`src/rtl/result_matrix_writer.sv`:
```
// result_matrix_writer
// Accumulates each group of DOT_LENGTH products into one element C[i][j].
// Each product beat carries LANES products. Every completed element is
// written to the C memory in row-major order, one address per element.
// row_done pulses after the last element of each row is written, and done
// stays high once the whole matrix has been written.
module result_matrix_writer #(
    parameter int MATRIX_C_ROWS      = 8,
    parameter int MATRIX_C_COLUMNS   = 8,
    parameter int MATRIX_C_MEM_DEPTH = 64,
    parameter int DOT_LENGTH         = 8,
    parameter int LANES              = 4,
    parameter int MATRIX_MEM_WIDTH   = 32
) (
    input  logic                                  clk,
    input  logic                                  rst_n,
    input  logic                                  start,
    input  logic                                  prod_valid,
    output logic                                  prod_ready,
    input  logic [LANES*MATRIX_MEM_WIDTH-1:0]     prod_data,
    output logic                                  wr_en,
    input  logic                                  wr_ready,
    output logic [$clog2(MATRIX_C_MEM_DEPTH)-1:0] wr_address,
    output logic [MATRIX_MEM_WIDTH-1:0]           wr_data,
    output logic                                  row_done,
    output logic                                  done,
    output logic                                  busy
);

    localparam int W     = MATRIX_MEM_WIDTH;
    localparam int BEATS = DOT_LENGTH / LANES;
    localparam int N     = MATRIX_C_ROWS * MATRIX_C_COLUMNS;
    localparam int AW    = $clog2(MATRIX_C_MEM_DEPTH);
    localparam int BW    = (BEATS > 1) ? $clog2(BEATS) : 1;
    localparam int CW    = (MATRIX_C_COLUMNS > 1) ? $clog2(MATRIX_C_COLUMNS) : 1;

    localparam logic [AW-1:0] LAST_ADDR = AW'(N - 1);
    localparam logic [BW-1:0] LAST_BEAT = BW'(BEATS - 1);
    localparam logic [CW-1:0] LAST_COL  = CW'(MATRIX_C_COLUMNS - 1);

    typedef enum logic [1:0] {IDLE, ACCUM, WRITE, DONE} state_t;

    state_t          state, state_next;
    logic [W-1:0]    acc;
    logic [W-1:0]    result;
    logic [W-1:0]    lane_sum;
    logic [W-1:0]    sum_next;
    logic [BW-1:0]   beat;
    logic [AW-1:0]   address;
    logic [CW-1:0]   col;
    logic            row_done_q;
    logic            accept;
    logic            write_fire;

    // Sum the lanes of the current beat and fold it into the running element sum.
    always_comb begin
        // NOTE: lane_sum is given a value before the loop, so no latch is inferred,
        // and it uses blocking '=' so each lane adds to the running value.
        lane_sum = '0;
        for (int k = 0; k < LANES; k++) begin
            lane_sum = lane_sum + prod_data[k*W +: W];
        end
        sum_next = (beat == '0) ? lane_sum : acc + lane_sum;
    end

    // State register.
    always_ff @(posedge clk or negedge rst_n) begin
        // NOTE: state registers use non-blocking '<=' so every flop samples
        // pre-edge values.
        if (!rst_n) state <= IDLE;
        else        state <= state_next;
    end

    // Compute the next state and the handshake/status outputs.
    always_comb begin
        state_next = state;
        prod_ready = 1'b0;
        wr_en      = 1'b0;
        done       = 1'b0;
        busy       = 1'b0;
        case (state)
            IDLE: begin
                if (start) state_next = ACCUM;
            end
            ACCUM: begin
                prod_ready = 1'b1;
                busy       = 1'b1;
                if (prod_valid && beat == LAST_BEAT) state_next = WRITE;
            end
            WRITE: begin
                wr_en = 1'b1;
                busy  = 1'b1;
                if (wr_ready) state_next = (address == LAST_ADDR) ? DONE : ACCUM;
            end
            DONE: begin
                done = 1'b1;
                if (start) state_next = ACCUM;
            end
            default: state_next = IDLE;
        endcase
    end

    assign accept     = prod_valid && prod_ready;
    assign write_fire = wr_en && wr_ready;

    // Update the accumulator, beat/address/column counters and the row_done pulse.
    always_ff @(posedge clk or negedge rst_n) begin
        if (!rst_n) begin
            acc        <= '0;
            result     <= '0;
            beat       <= '0;
            address    <= '0;
            col        <= '0;
            row_done_q <= 1'b0;
        end else begin
            row_done_q <= 1'b0;
            case (state)
                IDLE, DONE: begin
                    if (start) begin
                        beat    <= '0;
                        address <= '0;
                        col     <= '0;
                    end
                end
                ACCUM: begin
                    if (accept) begin
                        acc <= sum_next;
                        if (beat == LAST_BEAT) begin
                            result <= sum_next;
                            beat   <= '0;
                        end else begin
                            beat <= beat + BW'(1);
                        end
                    end
                end
                WRITE: begin
                    if (write_fire) begin
                        row_done_q <= (col == LAST_COL);
                        col        <= (col == LAST_COL) ? '0 : col + CW'(1);
                        // The address stays at the last element in DONE; a restart
                        // clears it, so the counter never wraps on its own.
                        if (address != LAST_ADDR) address <= address + AW'(1);
                    end
                end
                default: ;
            endcase
        end
    end

    assign wr_address = address;
    assign wr_data    = result;
    assign row_done   = row_done_q;

endmodule
```
`config.mk`:
```
export PLATFORM = sky130hd
export DESIGN_NAME = result_matrix_writer
export DESIGN_NICKNAME = d
export VERILOG_FILES = /design/src/rtl/result_matrix_writer.sv
export SDC_FILE = /design/constraint.sdc
export NUM_CORES = 1
export LEC_CHECK = 0
export CAP_MARGIN = 15
export CORE_UTILIZATION = 42
export CTS_CLUSTER_DIAMETER = 150
export DETAILED_ROUTE_END_ITERATION = 8
export PLACE_DENSITY = 0.76
export SYNTH_ARGS = -nofsm -noshare
export SYNTH_HDL_FRONTEND = slang
export SYNTH_SLANG_ARGS = --single-unit
```
`constraint.sdc`:
```
create_clock -name clk -period 3.8 [get_ports clk]
set_input_delay 0.76 -clock clk [delete_from_list [all_inputs] [get_ports clk]]
set_output_delay 0.76 -clock clk [all_outputs]
set_load 0.02 [all_outputs]
```
==> flow_summary_export.csv <==
group,metric,value,unit
status,outcome,"finished, violations left",
status,violations,"negative setup slack",
yosys,syn-instance-count,990,
place,dp_hpwl,17700,um
yosys,yosys.area_share.adder,0.264,
cells_and_area,nFillCells,1219,
cts,cts_sinks,77,
min_path,whs_endpoint,"wr_data[0]",
yosys,synth_edf_count,0,
sta,grt_setup_unrepaired,"true",
cells_and_area,final_area,13800,sq um
die,die_area,20200,sq um
cells_and_area,multi_input_area,6960,sq um
run,maxCapViolCount,0,
yosys,synth_top_family_by_area,"adder cells",
worst_setup_path,r2r_setup_slack,0.56,ns
yosys,synth-xor-area-share,0.0639,
place,gp_congestion,0.951,
yosys,synth_compound_area_frac,0.194,
min_path,worstHoldPathCells,2,
die,die_x,142,um
sta,clock_skew,0.0172,ns
worst_setup_path,crit_path_top_delay_cell,"fa_1",
worst_setup_path,max_stage_delay,0.57,ns
worst_setup_path,crit_chain,"dlygate4sd2_1 > inv_2 > fa_1 > fa_1 > inv_2 > ha_4 > a21o_4 > a2111oi_4 > buf_4 > o31a_1 > o21ai_1 > xor2_1 > ha_2 > buf_4 > a21oi_1 > nor2_1 > nor3_1 > o22ai_2 > a2111oi_4 > o31ai_1 > a21oi_1 > xnor2_1 > nand2_1 > a21oi_2",
cells_and_area,antennaDiodeCount,0,
detailed_routing,wl_per_cell,18.3,um
cells_and_area,layout-drive-gt1-share,0.347,
sta,min_period,5.90,ns
cells_and_area,fin_nets,1664,
die,fp-row-count,50,
worst_setup_path,cp-start-kind,"primary input",
detailed_routing,drtAntennaViolNets,0,
sta,timing.fmax,169,MHz
place,dp.cells,1585,
global_routing,grt_usage,0.264,
detailed_routing,wl_met3,2230,um
worst_setup_path,startpoint,"prod_data[71]",
yosys,syn_area_per_cell,8.31,sq um
yosys,synth_area,8230,sq um
die,die_y,142,um
sta,slew_violations,0,
worst_setup_path,path_class,"in2reg",
cts,path_clk_slew,0.06,ns
worst_setup_path,r2r-end,"acc[28]",
detailed_routing,via_per_inst,5.61,
yosys,synth.area.top_cells,"dfrtp_1 (23%), fa_1 (15%), ha_1 (11%)",
sta,finalCritPeriodShare,1.55,
global_routing,antenna_found_initial,0,
die,start_util,0.434,
detailed_routing,drt-initial-drc-count,722,
detailed_routing,wirelength,30300,um
detailed_routing,num_vias,9305,
detailed_routing,wl_met1,11200,um
detailed_routing,first_pass_iters,6,
detailed_routing,topRoutingLayerUsed,"met4",
cells_and_area,instances_no_fill,1659,
cts,cts_hold_buf,0,
global_routing,grt_pass1_vias,9181,
yosys,yosysSeqAreaShare,0.234,
worst_setup_path,reg2regPathDepth,12,
die,ios,176,
cts,clockBufferDepth,2,
cts,cts_made_buffers,9,
sta,setup_slack,-2.10,ns
place,place_area,11700,sq um
sta,worstMarginPinSlew,1.03,ns
yosys,synthSimpleGateAreaFrac,0.139,
yosys,synth_top_area_share,0.234,
worst_setup_path,critPathBufInv,5,
min_path,min-delay-start,"wr_data[0]",
worst_setup_path,rr_startpoint,"acc[0]",
worst_setup_path,crit_fanout,3,
yosys,mappedNetlistNets,1259,
die,core_area,19000,sq um
yosys,synthFlopType,"dfrtp_1",
global_routing,grt_max_degree,78,
yosys,synth_mux_area_frac,0.0183,
yosys,synth_warnings,0,
worst_setup_path,crit_family,"compound AO/OA/AOI/OAI gates",
sta,slew_headroom,0.315,
yosys,synthDistinctLibCells,62,
worst_setup_path,cp-end-kind,"flop",
global_routing,grt.overflow.total,0,
place,portBuffers,175,
detailed_routing,route.met2.wl,14800,um
global_routing,grt_pass1_wl,42600,um
yosys,synth_seq_cells,77,
cts,cts_tree,"built",
sta,final_hold_viol_count,0,
worst_setup_path,arrival,6.17,ns
cts,clk_latency,0.35,ns
yosys,synth_top_area_cell,"dfrtp_1",
detailed_routing,drc,0,
cells_and_area,area_growth,67.6,%
sta,setup_viol,53,
cells_and_area,ff_latch_area,1930,sq um
cts,htree_levels,3,
worst_setup_path,required,4.07,ns
cts,cts_root_buffer,"clkbuf_16",
yosys,async_reset_ff_frac,1.00,
min_path,hold_path.class,"reg2reg",
==> placed cells by master, fill, tap and decap left out, drive strengths merged, types with 5 or more instances in the layout <==
cell / n
o21a: 7
nand2: 154
and2: 6
nand3: 15
a221o: 7
mux2i: 15
nor3: 8
a21oi: 74
dlygate4sd2: 16
xor2: 21
buf: 252
clkbuf: 14
xnor2: 39
dlymetal6s2s: 13
nand4: 5
ha: 73
a21o: 37
o21ai: 71
a211oi: 7
nor2: 43
nor2b: 5
clkdlybuf4s50: 136
o31ai: 5
dfrtp: 77
inv: 164
o211ai: 5
fa: 63
a31oi: 6
and3: 12
==> Yosys cell counts (6+ instances only) <==
cell type	n
a211oi_1	7
a21o_1	37
a21oi_1	71
a221o_1	7
a31oi_1	6
and2_1	6
and3_1	12
clkbuf_1	21
dfrtp_1	77
fa_1	63
ha_1	73
inv_1	164
mux2i_1	15
nand2_1	153
nand3_1	15
nor2_1	43
nor3_1	8
o21a_1	7
o21ai_0	66
xnor2_1	39
xor2_1	21
==> what timing repair did <==
action,4_1_cts,5_1_grt
setup endpoints to repair,59,55
buffers inserted,32,30
pin swaps,140,100
gates resized for setup,209,122
==> per-stage QoR <==
step           setup TNS [ns]  hold slack (ns)  utilization  worst slack (ns)
2_1_floorplan          -48.90            0.454            -             -1.56
3_3_place_gp          -108.02            0.457        0.619             -2.50
3_5_place_dp          -112.99            0.464        0.619             -2.61
4_1_cts                -60.24            0.481        0.689             -1.59
5_1_grt                -82.80            0.492        0.727             -2.16
6_report               -78.88            0.475        0.727             -2.10
==> per-layer routing <==
metal,GRT usage,vias to the layer above
met4,0.132,0
met5,0,-
met2,0.470,582
met3,0.0414,210
li1,-,4095
met1,0.309,4418
==> sequential cells by signal, summed over array words and instances, names as in the netlist <==
register	count
acc	32
wr_data	32
wr_address	6
col	3
state	2
beat	1
row_done	1
==> cell type report <==
| type | count | share of cell area |
|---|---|---|
| Clock inverter | 2 | 0.000726 |
| Multi-Input combinational cell | 725 | 0.505 |
| Clock buffer | 13 | 0.0182 |
| Inverter | 164 | 0.0457 |
| Tap cell | 260 | 0.0236 |
| Timing Repair Buffer | 418 | 0.267 |
| Sequential cell | 77 | 0.140 |
==> tightest hold or removal path, stage by stage, from the launching register on <==
cell     delay [ns]
dfrtp_1        0.34
nand2_1        0.05
nand2_1        0.05
==> logic make-up (layout without fill, tap and decap cells) <==
logic type	Yosys count	in the layout
compound gates	251	251
xor+xnor	60	60
fa+ha+maj	136	136
buf+inv	188	597
flops	77	77
mux	15	15
simple gates	263	263
==> how the worst max path moves through the flow <==
stage	slack (ns)	endpoint	depth (start not counted)
after floorplan	-1.56	acc[28]	22
after global placement	-2.50	acc[31]	25
after detailed placement	-2.61	acc[31]	25
after CTS	-1.59	acc[28]	24
after global routing	-2.16	acc[29]	24
final	-2.10	acc[29]	24
Power is not shown: default switching activity piles up to over one toggle a cycle in this logic, so the estimate is an artifact.
